<file path="src/rtl/multiword_add_seq_pkg.sv">
// Shared definitions for the multi-word add/subtract sequencer:
// controller state encoding and operation codes.
package multiword_add_seq_pkg;

  typedef enum logic [1:0] {
    IDLE = 2'd0,
    RUN  = 2'd1,
    DONE = 2'd2
  } state_t;

  localparam logic OP_ADD = 1'b0;
  localparam logic OP_SUB = 1'b1;

endpackage

</file>
<file path="src/rtl/multiword_add_seq_add_slice.sv">
// Combinational N-bit adder slice with carry in/out; the only adder in the
// sequencer, reused once per word.
module add_slice #(
  parameter int N = 32
) (
  input  logic [N-1:0] x,
  input  logic [N-1:0] y,
  input  logic         ci,
  output logic [N-1:0] s,
  output logic         co
);

  assign {co, s} = {1'b0, x} + {1'b0, y} + {{N{1'b0}}, ci};

endmodule

</file>
<file path="src/rtl/multiword_add_seq.sv">
// Time-multiplexes one N-bit adder slice over WORDS cycles to add or subtract
// two N*WORDS-bit operands, rippling the carry through a register between words.
module multiword_add_seq
  import multiword_add_seq_pkg::*;
#(
  parameter int N     = 32,
  parameter int WORDS = 4
) (
  input  logic               clk,
  input  logic               rst,
  input  logic               start,
  input  logic               op,
  input  logic [N*WORDS-1:0] a,
  input  logic [N*WORDS-1:0] b,
  input  logic               c_in,
  output logic [N*WORDS-1:0] sum,
  output logic               c_out,
  output logic               busy,
  output logic               done
);

  localparam int            W    = N * WORDS;
  localparam int            IW   = $clog2(WORDS);
  localparam logic [IW-1:0] LAST = IW'(WORDS - 1);

  state_t        r_state, w_state_nxt;
  logic [W-1:0]  r_a, r_b, r_sum;
  logic [IW-1:0] r_idx;
  logic          r_carry, r_cout;

  logic [N-1:0]  w_x, w_y, w_s;
  logic          w_co, w_last;

  assign w_last = (r_idx == LAST);

  always_ff @(posedge clk) begin
    if (rst) r_state <= IDLE;
    else     r_state <= w_state_nxt;
  end

  always_comb begin
    // NOTE: default assigned first so no path through the case leaves it unset (no latch).
    w_state_nxt = r_state;
    case (r_state)
      IDLE:    if (start)  w_state_nxt = RUN;
      RUN:     if (w_last) w_state_nxt = DONE;
      DONE:    w_state_nxt = IDLE;
      default: w_state_nxt = IDLE;
    endcase
  end

  assign w_x = r_a[r_idx*N +: N];
  assign w_y = r_b[r_idx*N +: N];

  add_slice #(.N(N)) u_slice (
    .x  (w_x),
    .y  (w_y),
    .ci (r_carry),
    .s  (w_s),
    .co (w_co)
  );

  // NOTE: non-blocking assignments so every register samples pre-edge values.
  always_ff @(posedge clk) begin
    if (rst) begin
      r_a     <= '0;
      r_b     <= '0;
      r_sum   <= '0;
      r_idx   <= '0;
      r_carry <= 1'b0;
      r_cout  <= 1'b0;
    end else begin
      case (r_state)
        IDLE: begin
          if (start) begin
            r_a   <= a;
            r_idx <= '0;
            // Subtract is a + ~b + 1, so c_in is overridden.
            case (op)
              OP_SUB: begin
                r_b     <= ~b;
                r_carry <= 1'b1;
              end
              default: begin
                r_b     <= b;
                r_carry <= c_in;
              end
            endcase
          end
        end
        RUN: begin
          r_sum[r_idx*N +: N] <= w_s;
          r_carry             <= w_co;
          if (w_last) r_cout <= w_co;
          else        r_idx  <= r_idx + 1'b1;
        end
        default: ;
      endcase
    end
  end

  assign sum   = r_sum;
  assign c_out = r_cout;
  assign busy  = (r_state == RUN);
  assign done  = (r_state == DONE);

endmodule

</file>
<file path="config.mk">
export PLATFORM = sky130hd
export DESIGN_NAME = multiword_add_seq
export DESIGN_NICKNAME = d
export VERILOG_FILES = /design/src/rtl/multiword_add_seq_pkg.sv /design/src/rtl/multiword_add_seq_add_slice.sv /design/src/rtl/multiword_add_seq.sv
export SDC_FILE = /design/constraint.sdc
export NUM_CORES = 1
export LEC_CHECK = 0
export CORE_MARGIN = 4
export CORE_UTILIZATION = 55
export DETAILED_ROUTE_END_ITERATION = 10
export PLACE_DENSITY = 0.85
export REMOVE_ABC_BUFFERS = 1
export SLEW_MARGIN = 20
export SYNTH_ARGS = -nofsm -noshare
export SYNTH_HDL_FRONTEND = slang
export SYNTH_SLANG_ARGS = --single-unit
</file>
<file path="constraint.sdc">
create_clock -name clk -period 9.45 [get_ports clk]
set_clock_uncertainty 0.15 [all_clocks]
set_input_delay 2.3625 -clock clk [delete_from_list [all_inputs] [get_ports clk]]
set_output_delay 2.3625 -clock clk [all_outputs]
set_load 0.01 [all_outputs]
</file>
=== Word-level counts from Yosys, hierarchy flattened ===
Index checks and enable logic that the tools add are counted.

* Flip-flop bits (word level): 390
* Bits in latches: 0
* Bits in writable memories: 0
* Memory bits (read-only): 0
* Input bits: 261
* Output and inout port bits: 131
* Word-level logic and storage cells: 40
* Memories: 0

* $add $sub $neg: 4
* $mul: 0
* Div/mod/pow operators: 0
* Order comparisons: 0
* Eq/ne operators: 6
* Shifts and indexed selects: 4
* Multiplexer cells: 11
* Bitwise gates (word level): 1
* Reductions and logical operators: 7

{| class="wikitable"
|+ Operator list
! operator !! number
|-
| variable part select 128 x 8 -> 32 bit || 2
|-
| bitwise mux 128 bit || 1
|-
| two-way mux 128 bit || 1
|-
| inverter 128 bit || 1
|-
| variable shift 32 x 34 -> 128 bit, first input constant || 1
|-
| variable part select 32 x 34 -> 128 bit || 1
|-
| negator 7 -> 34 bit || 1
|-
| adder 32 x 32 -> 33 bit || 1
|-
| adder 33 x 1 -> 33 bit || 1
|-
| two-way mux 2 bit || 4
|-
| one-hot mux 2 bit (2 select lines) || 2
|-
| AND reduction 2 bit || 4
|-
| equality test 2 bit, second input constant || 2
|-
| inequality test 2 bit, second input constant || 2
|-
| AND reduction 3 bit || 1
|-
| adder 2 x 1 -> 2 bit, second input constant || 1
|-
| equality test 2 x 1 -> 1 bit, second input constant || 1
|-
| logical NOT 2 bit || 1
|-
| two-way mux 1 bit || 2
|-
| inequality test 2 x 1 -> 1 bit, second input constant || 1
|-
| one-hot mux 1 bit (2 select lines) || 1
|-
| nonzero test 2 bit || 1
|}

=== Longest topological paths before layout ===
Gate-level depths: netlist of run 1.

* Depth in word-level cells: 5
* Depth in mapped cells: 14
* Mapped depth without buffers: 11

=== Cells and area by module ===
Synthesis of run 1 repeated with hierarchy kept, for this count alone.

* Cell total of the unflattened synthesis: 1858
* Area total of the unflattened synthesis: 17491.8 um^2

{| class="wikitable"
|+ By module, submodules not included
! module !! instances !! cells an instance !! area an instance (um^2) !! sequential area each (um^2)
|-
| multiword_add_seq || 1 || 1613 || 15752.6 || 7807.5
|-
| add_slice || 1 || 245 || 1739.2 || 0.0
|}

=== Worst setup path before layout of run 1 ===
Ideal clock, no wire load.

* Path kind: register to register
* From: reg r_idx[0]
* To: reg r_sum[16] (netlist: sum[16])
* Setup time: 0.117 ns
* Data arrival time: 3.782 ns
* Data required time: 9.183 ns
* Path slack: 5.401 ns
* Cell stages (with the launch flop): 15
* Path buffers: 3
* Period minus slack after synthesis: 4.049 ns
* Cells stage by stage: dfxtp_1 clkbuf_1 buf_2 buf_2 mux4_2 fa_1 inv_1 fa_1 nand2b_1 a21oi_1 o21a_1 or2_2 a31oi_1 xnor2_1 a22o_1

* Cells in the longest elaborated chain, start to end: 5
* Elaborated cells between the ends (all ways): 8
* Classes of those cells: add/sub: 3; shift: 4; mux: 1

{| class="wikitable"
|+ RTL lines
! what !! line !! source
|-
| start, declared || multiword_add_seq.sv:28 || <nowiki>logic [IW-1:0] r_idx;</nowiki>
|-
| start signal, assigned || multiword_add_seq.sv:95 || <nowiki>else r_idx <= r_idx + 1'b1;</nowiki>
|-
| variable part select 128 x 8 -> 32 bit (on tied branches) || multiword_add_seq.sv:52, multiword_add_seq.sv:53 ||
|-
| adder 32 x 32 -> 33 bit || multiword_add_seq_add_slice.sv:13 || <nowiki>assign {co, s} = {1'b0, x} + {1'b0, y} + {{N{1'b0}}, ci};</nowiki>
|-
| adder 33 x 1 -> 33 bit || multiword_add_seq_add_slice.sv:13 ||
|-
| variable part select 32 x 34 -> 128 bit || multiword_add_seq.sv:92 || <nowiki>r_sum[r_idx*N +: N] <= w_s;</nowiki>
|-
| bitwise mux 128 bit (*) || multiword_add_seq.sv:92 ||
|-
| end signal, assigned by index || multiword_add_seq.sv:92 ||
|-
| end, declared || multiword_add_seq.sv:27 || <nowiki>logic [W-1:0] r_a, r_b, r_sum;</nowiki>
|}

Mark *: on every way between the ends. The rest lies on a longest branch, timed or not.
A chain may end at the register's enable or synchronous reset.

=== Worst setup path after layout of run 1 ===
* From: reg r_idx[0]
* To: reg r_sum[126] (netlist: sum[126])

Same word-level chain as after synthesis.

==> impl_metrics.tcl, run 1 <==
set metrics [dict create \
    critical_path_class "flip-flop to flip-flop" \
    antenna_found_initial 2 \
    cts_tree "yes" \
    cp-end-kind "flip-flop" \
    r2r_cells 10 \
    drive_gt1_frac 0.0785 \
    cp.arrival_ns 4.92 \
    io_pins 392 \
    drc 0 \
    wl_mm 53.8 \
    cts_resized 0 \
    insertion_delay_ns 0.52 \
    slew_viol_final 0 \
    async_flop_share 0 \
    post-cts-setup-buffers 0 \
    instances_no_fill 2659 \
    holdCritPathClass "flip-flop to flip-flop" \
    setup.worst_path.start "r_idx[0]" \
    max_freq_mhz 215 \
    cts.reportedPaths.clkPinSlew_ns 0.06 \
    nets 2528 \
    cp.required_ns 9.71 \
    fin_util 0.728 \
    synth_ff_type "dfxtp_1" \
    preCtsSetupSlack_ns 4.58 \
    grt_pass1_wl_mm 82.4 \
    dieArea_um2 35300 \
    period_needed_ns 4.66 \
    viasPerCell 5.98 \
    via_count 15900 \
    outcome "completed" \
    gr-total-overflow 0 \
    cts.path.max_buffers 3 \
    cap_violations 0 \
    cts_hold_buf 0 \
    syn-instance-count 1936 \
    synth_edf_count 0 \
    cts_made_buffers 40 \
    placed_cell_area_um2 21700 \
    finalSetupViolCount 0 \
    place_inst 2588 \
    cts.sinks 390 \
    ys_warn_count 0 \
    total_leakage_power_nw 8.49 \
    grt_pass1_vias 15600 \
    die_h_um 188 \
    cp-endpoint "sum[126]" \
    r2r-end "sum[126]" \
    synthesis.area_um2 17800 \
    dieWidth_um 188 \
    ys_seq_area_frac 0.438 \
    postLayoutSetupSlackWorst_ns 4.79 \
    area_growth_pct 29.7 \
    first_pass_iters 7 \
    synth-seq-cells 390 \
    fin_area_um2 23100 \
    avgSynthCellArea_um2 9.20 \
    max_slew_margin 0.278 \
    cts_max_level 2 \
    crit_fanout 39 \
    core_area_um2 31700 \
    start_util 0.561 \
    whs_ns 0.303 \
    period_share 0.493 \
    worstMarginPinSlew_ns 1.08 \
    drt_iter0_markers 1425 \
    gp_congestion 0.911 \
    final-hold-violation-count 0 \
    wl_per_cell_um 20.2 \
    grt_max_degree 239 \
    r2r_slack_ns 4.79 \
    crit_path_start_kind "flip-flop" \
    p_per_area_nw_per_um2 180 \
    cts-root-buf "clkbuf_16" \
    fillers 2220 \
    irDropWorstVdd_v 0.000114 \
    yosys.cell_types.count 69 \
    rr_startpoint "r_idx[0]" \
    io_buffers 391 \
    track_usage 0.287 \
    rsz0062_at_grt "false" \
    rows 65 \
    postRouteAntennaNets 0 \
    place_hpwl_mm 38.1 \
]
==> how the worst min path moves through the flow <==
stage	startpoint	end	cells after the start
2_1_floorplan	r_a[64]	r_a[64]	2
3_3_place_gp	sum[81]	sum[81]	2
3_5_place_dp	r_a[100]	r_a[100]	2
4_1_cts	r_a[100]	r_a[100]	2
5_1_grt	r_a[42]	r_a[42]	2
6_report	r_a[22]	r_a[22]	2
==> cells in the mapped netlist (all sizes together) (2+ instances only) <==
cell,n,share of area
inv,15,0.0032
clkbuf,121,0.027
xor2,8,0.0039
nand3,15,0.0045
o41ai,2,0.0014
o211ai,6,0.0028
nor2b,4,0.0014
o21a,7,0.0030
a21o,20,0.0087
and3,5,0.0018
and2,3,0.0011
nand4,15,0.0053
mux2i,3,0.0017
a31oi,5,0.0026
mux4,64,0.081
nor3,15,0.0048
dlygate4sd1,2,0.00098
a22o,57,0.028
a21oi,174,0.050
nor2,217,0.046
a221oi,6,0.0030
and4,5,0.0026
dfxtp,390,0.44
a211oi,134,0.057
xnor2,141,0.070
a211o,2,0.00098
a22oi,37,0.016
a221o,4,0.0022
a32oi,3,0.0015
ha,37,0.026
nor3b,3,0.0013
or3,3,0.0011
o21ai,32,0.0096
buf,33,0.0098
nand2b,5,0.0018
fa,2,0.0022
o31ai,5,0.0021
a2111oi,2,0.0020
nand2,317,0.067
nand3b,4,0.0017
o21bai,4,0.0017
==> per-stage QoR <==
stage          setup TNS (ns)  power (mW)
3_5_place_dp                0        2.55
2_1_floorplan           -9.26        2.27
6_report                    0        4.16
3_3_place_gp                0        2.53
5_1_grt                     0        4.31
4_1_cts                     0        4.16
==> flip-flops by register name, summed over array words and instances (netlist names) <==
name     cells
r_a        128
r_b        128
sum        128
r_idx        2
r_state      2
c_out        1
r_carry      1
==> where the power goes <==
part           total (mW)  internal, mW  switching (mW)
sequential           1.80          1.74          0.0576
clock                1.63         0.982           0.645
combinational       0.735         0.328           0.407
total                4.16          3.05            1.11
==> worst max-delay path, stage by stage, from the launching register on <==
cell     delay [ns]
dfxtp_4        0.89
buf_4          0.69
mux4_2         0.60
ha_1           0.43
a21o_1         0.23
a31oi_1        0.22
nor2_1         0.09
o41ai_2        0.46
mux2i_1        0.40
nor2_1         0.08
a221o_1        0.27
==> final cells by class <==
cell class | instances | area (µm²) | share of cell area
clock inverters | 15 | 188 | 0.00813
multi-input cells | 1375 | 9290 | 0.402
well taps | 402 | 503 | 0.0218
flip-flops and latches | 390 | 7820 | 0.338
inverters | 15 | 56.3 | 0.00244
clock buffers | 55 | 1180 | 0.0510
diodes | 1 | 2.50 | 0.000108
repair buffers | 406 | 4060 | 0.176
==> logic make-up after synthesis <==
group,count (synthesis),synth area share
AO/OA/AOI/OAI,507,0.196
buffers and inverters,171,0.0406
AND/OR/NAND/NOR,613,0.141
flip-flops,390,0.438
adder cells (fa/ha/maj),39,0.0282
XOR/XNOR,149,0.0737
multiplexers,67,0.0826
==> cell usage in the layout (no fill, tap or decap), types with 6 or more instances in the layout <==
cell type / n
clkdlybuf4s50_1: 389
dfxtp_1: 388
nand2_1: 314
nor2_1: 217
a21oi_1: 171
xnor2_1: 140
a211oi_1: 132
mux4_2: 64
a22o_1: 57
clkbuf_16: 41
a22oi_1: 37
ha_1: 37
o21ai_0: 26
a21o_1: 16
inv_1: 15
nand4_1: 15
nand3_1: 14
nor3_1: 14
buf_4: 12
clkbuf_8: 10
xor2_1: 8
o21a_1: 7
clkinv_2: 7
a221oi_1: 6
==> per-layer routing <==
metal  vias up  part of all wire  GRT usage
li1       7440                 -          -
met1      7574              0.40      0.366
met2       736              0.47      0.479
met3       158             0.078     0.0536
met4         2             0.045      0.127
met5         -           0.00024          0
No activity file was read; power rests on OpenSTA's default activity.
==> run 2: changes to the inputs <==
CORE_UTILIZATION = 46   (was 55)
PLACE_DENSITY = 0.76   (was 0.85)
clock period = 4.18 ns   (was 9.45 ns; I/O delays follow)
==> run 2 against run 1 <==
Net effect:
- routed wire length increased by 2.9%
- final area increased by 1.2%
- non-clock buffer count rose by 18
- worst hold slack about the same
- core utilization down 11 points
==> impl_metrics.tcl, run 2 (synthesized netlist as in run 1, its figures left out) <==
set metrics [dict create \
    gp_congestion 0.912 \
    insertion_delay_ns 0.53 \
    period_share 0.925 \
    fin_area_um2 23400 \
    cts.sinks 390 \
    preCtsSetupSlack_ns 0.431 \
    antenna_found_initial 0 \
    crit_path_start_kind "flip-flop" \
    track_usage 0.254 \
    postRouteAntennaNets 0 \
    crit_fanout 28 \
    die_h_um 205 \
    first_pass_iters 5 \
    viasPerCell 5.63 \
    whs_ns 0.303 \
    hp-start "r_a[14]" \
    dieArea_um2 41900 \
    place_hpwl_mm 40.7 \
    post-cts-setup-buffers 0 \
    power_frac_seq 0.441 \
    critical_path_class "flip-flop to flip-flop" \
    via_count 15700 \
    p_per_area_nw_per_um2 393 \
    postLayoutSetupSlackWorst_ns 0.314 \
    drt_iter0_markers 1277 \
    fin_util 0.616 \
    worstMarginPinSlew_ns 1.11 \
    max_freq_mhz 259 \
    cts_hold_buf 0 \
    io_buffers 391 \
    cp.required_ns 4.50 \
    total_leakage_power_nw 8.55 \
    dieWidth_um 205 \
    placed_cell_area_um2 22100 \
    cap_violations 0 \
    grt_pass1_wl_mm 85.8 \
    switching_share 0.275 \
    regArea_um2 7820 \
    clockPowerShare 0.372 \
    irDropWorstVdd_v 0.000243 \
    grt_pass1_vias 15500 \
    start_util 0.469 \
    drc 0 \
    io_pins 392 \
    rr_startpoint "r_idx[1]" \
    cts.reportedPaths.clkPinSlew_ns 0.07 \
    insertedDiodeCount 0 \
    cts_made_buffers 40 \
    cp.arrival_ns 4.19 \
    slew_viol_final 0 \
    period_needed_ns 3.87 \
    multi_input_area_um2 9310 \
    cts-root-buf "clkbuf_16" \
    core_area_um2 37900 \
    outcome "completed" \
    nets 2546 \
    wl_mm 55.3 \
    wl_per_cell_um 19.9 \
    max_slew_margin 0.259 \
    cts_resized 0 \
    holdCritPathClass "flip-flop to flip-flop" \
    p_int_mw 6.65 \
    min_path_cells 2 \
    r2r_slack_ns 0.31 \
    cp-end-kind "flip-flop" \
    cts_max_level 2 \
    drive_gt1_frac 0.0835 \
    setup_tns_ns 0 \
    cts.path.max_buffers 3 \
    mostFrequentLayoutCells "389 x clkdlybuf4s50_1, 388 x dfxtp_1, 314 x nand2_1" \
    r2r-end "sum[56]" \
    rows 71 \
    rsz0062_at_grt "false" \
    r2r_cells 11 \
    p_sw_mw 2.53 \
    gr-total-overflow 0 \
    fillers 3184 \
    finalSetupViolCount 0 \
    cts_tree "yes" \
    grt_max_degree 216 \
    comb_power_share 0.187 \
    final-hold-violation-count 0 \
    layout_commonest_cell "clkdlybuf4s50_1" \
    area_growth_pct 31.2 \
    holdPathEnd "r_a[14]" \
]
[run 2: cell types whose count changed in the layout (fill, tap and decap cells not counted), moves of 4 or more]
cell,before,now
a21oi_1,171,167
buf_4,12,22
clkinv_2,7,3
buf_12,2,11
bufinv_16,4,0
clkbuf_1,4,14
[run 2: layout make-up]
| type | count | area share |
|---|---|---|
| Clock buffer | 63 | 0.0509 |
| Clock inverter | 8 | 0.00241 |
| Inverter | 15 | 0.00241 |
| Multi-Input combinational cell | 1375 | 0.398 |
| Sequential cell | 390 | 0.334 |
| Tap cell | 511 | 0.0274 |
| Timing Repair Buffer | 424 | 0.184 |
[run 2: worst max path at each step]
stage	to	slack (ns)	startpoint	depth (start not counted)
floorplan	r_idx[1]	-4.41	start	4
global placement	sum[94]	0.46	r_idx[0]	10
detailed placement	sum[94]	0.43	r_idx[0]	10
CTS	sum[94]	0.37	r_idx[0]	10
global route	sum[21]	0.16	r_idx[0]	10
finish	sum[56]	0.31	r_idx[1]	11
[run 2: routing by layer]
layer  share of wire  GRT usage
met5               0          0
met4           0.025     0.0670
met3           0.069     0.0361
met2            0.47      0.420
met1            0.44      0.351
[run 2: metrics by stage]
| step | total power [mW] | std cells |
|---|---|---|
| finish | 9.18 | 2786 |
| global route | 9.54 | 2786 |
| CTS | 9.21 | 2786 |
| detailed placement | 5.82 | 2715 |
| global placement | 5.78 | 2715 |
| floorplan | 5.12 | 1780 |
[run 2: power groups by stage]
stage | combinational (mW) | clock, mW | sequential [mW]
floorplan | 1.00 | 0 | 4.12
global placement | 1.66 | 0 | 4.12
detailed placement | 1.69 | 0 | 4.13
CTS | 1.70 | 3.46 | 4.05
global route | 1.86 | 3.61 | 4.07
finish | 1.71 | 3.42 | 4.05
[run 2: worst max-delay path: stages (launching register included)]
cell,delay (ns)
dfxtp_4,0.68
mux4_2,0.33
fa_1,0.23
inv_1,0.08
fa_1,0.41
nand2b_1,0.18
a21oi_1,0.35
o211ai_1,0.17
nand3_1,0.24
a21oi_1,0.15
xnor2_1,0.57
a22o_1,0.26
==> edit 1, RTL diff (flow settings as in run 2) <==
`N` is set to 32 in 2 places; all go to 48.
--- a/src/rtl/multiword_add_seq_add_slice.sv
+++ b/src/rtl/multiword_add_seq_add_slice.sv
@@ -2,5 +2,5 @@
 // sequencer, reused once per word.
 module add_slice #(
-  parameter int N = 32
+  parameter int N = 48
 ) (
   input  logic [N-1:0] x,
--- a/src/rtl/multiword_add_seq.sv
+++ b/src/rtl/multiword_add_seq.sv
@@ -4,5 +4,5 @@
   import multiword_add_seq_pkg::*;
 #(
-  parameter int N     = 32,
+  parameter int N     = 48,
   parameter int WORDS = 4
 ) (
Interface: changed (resized a, b and sum); port bits go from 392 to 584. No check against the original RTL was run, so the function may have changed too.
==> edit 1 against run 2 <==
- the flow now finishes with violations (negative setup slack)
- area after synthesis grew 53%
- worst setup slack lost 460 ps
- global-route usage grew 5.9 points
- total power grew 67%
- routed wire length grew 89%
- sequential cell count grew 192
- design area grew 68%
- critical endpoint is now sum[89]
==> edit 1: results (changes against run 2) <==
Parameter                              Value

Global route
  Wire length of the first global-routing pass ... 156000 um (+81%)
  Antenna violations before repair ... 6 (+6)

Logic synthesis
  Unique masters post-synth ... 70 (+1.4%)
  Biggest area contributors in the synthesized netlist ... sky130_fd_sc_hd__dfxtp_1 43%, sky130_fd_sc_hd__mux4_2 7.9%, sky130_fd_sc_hd__nand2_1 7.3%
  Part of the Yosys area used for sequential elements ... 42.7% (-1.1 points)
  Compound-Gate Fraction of Synth Area ... 20.1% (+0.50 points)
  Most used standard cells in the synthesized netlist ... 582 x sky130_fd_sc_hd__dfxtp_1, 532 x sky130_fd_sc_hd__nand2_1, 359 x sky130_fd_sc_hd__nor2_1, 301 x sky130_fd_sc_hd__a21oi_1, 221 x sky130_fd_sc_hd__xnor2_1
  Share of cell area taken by muxes after synthesis ... 8.23% (-0.033 points)
  Adder-cell share of the synthesized area ... 2.58% (-0.24 points)
  Synthesis warning total ... 0 (unchanged)
  Parity-gate share of the synthesized area counting xor and xnor cells ... 7.65% (+0.28 points)
  Most used flip-flop cell after synthesis ... sky130_fd_sc_hd__dfxtp_1

Layout
  Fill cell total of the finished layout ... 4496 (+41%)
  Post-layout net count ... 4286 (+68%)
  Layout cell share with drive strength beyond 1 ... 17.5% (+9.1 points)

Placed design
  DPL Wire Length ... 78100 um (+92%)
  Routability congestion estimate ... 1.01 (+11%)
  Worst-case setup slack after placement ... -400 ps (-831 ps)
  Buffers on Ports ... 583 (+49%)
  Area after detailed placement ... 35800 um2 (+62%)

Outcome
  Result of the run ... finished with violations
  Violations in the final reports ... negative setup slack

Worst setup path
  Maximum fanout encountered on the critical timing path ... 12 (-57%)
  Delay of the slowest cell on the worst path ... 540 ps (-140 ps)
  CP max-delay cell ... sky130_fd_sc_hd__mux4_2
  Endpoint arrival time on the critical path ... 4750 ps (+560 ps)
  Launching element of the worst setup path ... r_idx[0]

Route
  Post-detailed-route via-to-cell ratio ... 5.79 (+2.7%)
  Number of DRC violations after detailed-routing iteration 0 ... 2689 (+110%)

STA
  Final TNS setup ... -3080 ps (-3080 ps)
  Number of failing setup endpoints in the final timing report ... 50 (+50)
  Final setup slack of the worst path ... -147 ps (-461 ps)

Power
  Max VDD drop ... 0.000351 V (+44%)
  Leakage ... 14.7 nW (+72%)
  Switching power total ... 4.48 mW (+77%)

Clock tree
  Clk Latency, worst-skew pair ... 630 ps (+100 ps)

Worst hold path
  Hold path start ... sum[67]
## edit 1: changes by cell type after synthesis, sizes merged, moves of 13 or more
cell / change
dfxtp: +192
a22oi: +31
a211oi: +67
nor3: +13
xnor2: +80
o21ai: +68
a22o: -33
mux4: +32
ha: +16
a21oi: +127
nor2: +142
clkbuf: +97
nand2: +215
## edit 1: routing by layer
metal | vias up | GRT usage [%] | wire length [um]
met4 | 4 | 15.1 | 5870
met2 | 1403 | 51.4 | 48700
met3 | 311 | 6.04 | 9510
li1 | 12477 | - | -
met1 | 12774 | 39.7 | 40400
met5 | - | 0 | 23
## edit 1: worst paths after layout
kind	endpoint	slack, ps	cells past startpoint
worst max-delay path	sum[89]	-150	14
worst min register to register	sum[67]	290	2
worst max register to register	sum[89]	-150	14
worst min-delay path	sum[67]	290	2
## edit 1: through the flow
| stage | utilization, % | instances | hold WS, ps |
|---|---|---|---|
| finish | 67.4 | 4660 | 291 |
| global route | 67.3 | 4659 | 320 |
| detailed placement | 61.6 | 4519 | 286 |
| CTS | 66.4 | 4649 | 294 |
| global placement | 61.6 | 4519 | 278 |
| floorplan | - | 2853 | 277 |
## edit 1: power groups by stage
stage	registers, mW	logic (mW)	clock network [mW]
global route	6.09	3.89	5.83
detailed placement	6.18	3.32	0
finish	6.07	3.69	5.57
floorplan	6.17	1.70	0
global placement	6.17	3.29	0
CTS	6.06	3.49	5.61
## edit 1: final cells by class
cell class	instances	share of cell area [%]
well taps	765	2.44
multi-input cells	2248	39.6
clock inverters	25	0.792
flip-flops and latches	582	29.8
clock buffers	86	4.45
inverters	23	0.220
repair buffers	927	22.7
diodes	4	0.0256
## edit 1: what timing repair did
action / CTS / global route
buffers inserted: 23 / 9
gates cloned: 0 / 0
gates resized for setup: 109 / 109
setup endpoints to repair: 124 / 149
pin swaps: 52 / 50
==> edit 2, RTL diff (flow settings as in run 2) <==
Without the edit above. Put a register stage on the outputs `busy` and `done`, with the module's reset. The values now appear one clock later. The other outputs are not delayed to match.
--- a/src/rtl/multiword_add_seq.sv
+++ b/src/rtl/multiword_add_seq.sv
@@ -102,6 +102,13 @@
   assign sum   = r_sum;
   assign c_out = r_cout;
-  assign busy  = (r_state == RUN);
-  assign done  = (r_state == DONE);
+  always_ff @(posedge clk) begin
+    if (rst) begin
+      busy <= '0;
+      done <= '0;
+    end else begin
+      busy <= (r_state == RUN);
+      done <= (r_state == DONE);
+    end
+  end
 
 endmodule
Formal check against the unedited RTL: not equivalent (Yosys sat finds a counterexample within 4 cycles, from zero or initial values and one cycle with rst high).
==> edit 2 against run 2 <==
- die area down 0.81%
- routed wire length up 0.13%
- area after synthesis down 0.85%
- design area up 0.63%
- total power up 4.4%
- worst setup slack worse by 48 ps
- sequential cell count up 2
- critical endpoint is now sum[85]
- highest routed layer unchanged
==> edit 2: results (changes against run 2) <==
Parameter                              Value

Logic synthesis
  Most used standard cells in the synthesized netlist ... 392 x sky130_fd_sc_hd__dfxtp_1, 329 x sky130_fd_sc_hd__nand2_1, 218 x sky130_fd_sc_hd__nor2_1, 180 x sky130_fd_sc_hd__a21oi_1, 145 x sky130_fd_sc_hd__xnor2_1
  Part of the Yosys area used for sequential elements ... 44.4% (+0.60 points)
  Share of Yosys cell area claimed by the top area cell type ... 44.4% (+0.60 points)
  Parity-gate share of the synthesized area counting xor and xnor cells ... 7.44% (+0.070 points)
  Biggest area contributors in the synthesized netlist ... sky130_fd_sc_hd__dfxtp_1 44%, sky130_fd_sc_hd__mux4_2 8.2%, sky130_fd_sc_hd__xnor2_1 7.2%

Placed design
  DPL Wire Length ... 41100 um (+0.88%)
  Routability congestion estimate ... 0.958 (+5.1%)

Global route
  Maximum number of pins on one net before global-route repair ... 141 (-35%)
  Wire length of the first global-routing pass ... 85500 um (-0.39%)

Layout
  Area taken by multi-input logic gates ... 9230 um2 (-0.90%)
  Fraction of the core area covered by cells at the end of the flow ... 62.3% (+0.68 points)
  Fill cell total of the finished layout ... 3128 (-1.8%)

Worst setup path
  Maximum fanout encountered on the critical timing path ... 37 (+32%)
  Critical R2R Capture ... sum[85]
  Reg2Reg Launch Point ... r_idx[0]
  CP max-delay cell ... sky130_fd_sc_hd__xnor2_1

Power
  Max VDD drop ... 0.000267 V (+9.7%)
  Power Density ... 407 nW/um2 (+3.7%)
  Leakage ... 8.41 nW (-1.5%)
  Flop pwr share ... 42.5% (-1.6 points)

Route
  Total vias in the final route ... 15462 (-1.5%)
  Post-detailed-route via-to-cell ratio ... 5.52 (-1.9%)

STA
  Min Hold Slack ... 302 ps (-1.45 ps)
  Max-slew headroom ... 28.4% (+2.5 points)

Outcome
  Result of the run ... finished, final reports clean

Worst hold path
  Worst Hold Endpoint ... r_a[72]
## edit 2: cell count changes after synthesis, sizes merged, moves of 5 or more
cell,run 2,this run
nor4,1,6
buf,33,26
nand3,15,6
and4,5,0
a22o,57,52
o21ai,32,55
a211oi,134,140
nand2,317,329
a21o,20,5
a22oi,37,49
nand4,15,7
a21oi,174,181
## edit 2: layout make-up
class / instances / share of cell area, %
flip-flops and latches: 392 / 33.4
well taps: 511 / 2.72
diodes: 3 / 0.0319
multi-input cells: 1376 / 39.2
clock inverters: 15 / 0.899
inverters: 19 / 0.303
repair buffers: 424 / 18.3
clock buffers: 59 / 5.17
## edit 2: routing by layer
metal	GRT usage (%)	part of all wire, %
met4	9.40	3.6
met3	5.00	7.2
met5	0	0
met1	33.8	42
met2	42.0	47
## edit 2: worst max-delay path by stage
stage,depth (start not counted),to
global placement,10,sum[82]
detailed placement,10,sum[50]
CTS,10,sum[50]
global route,10,c_out
floorplan,4,r_idx[1]
finish,10,sum[85]
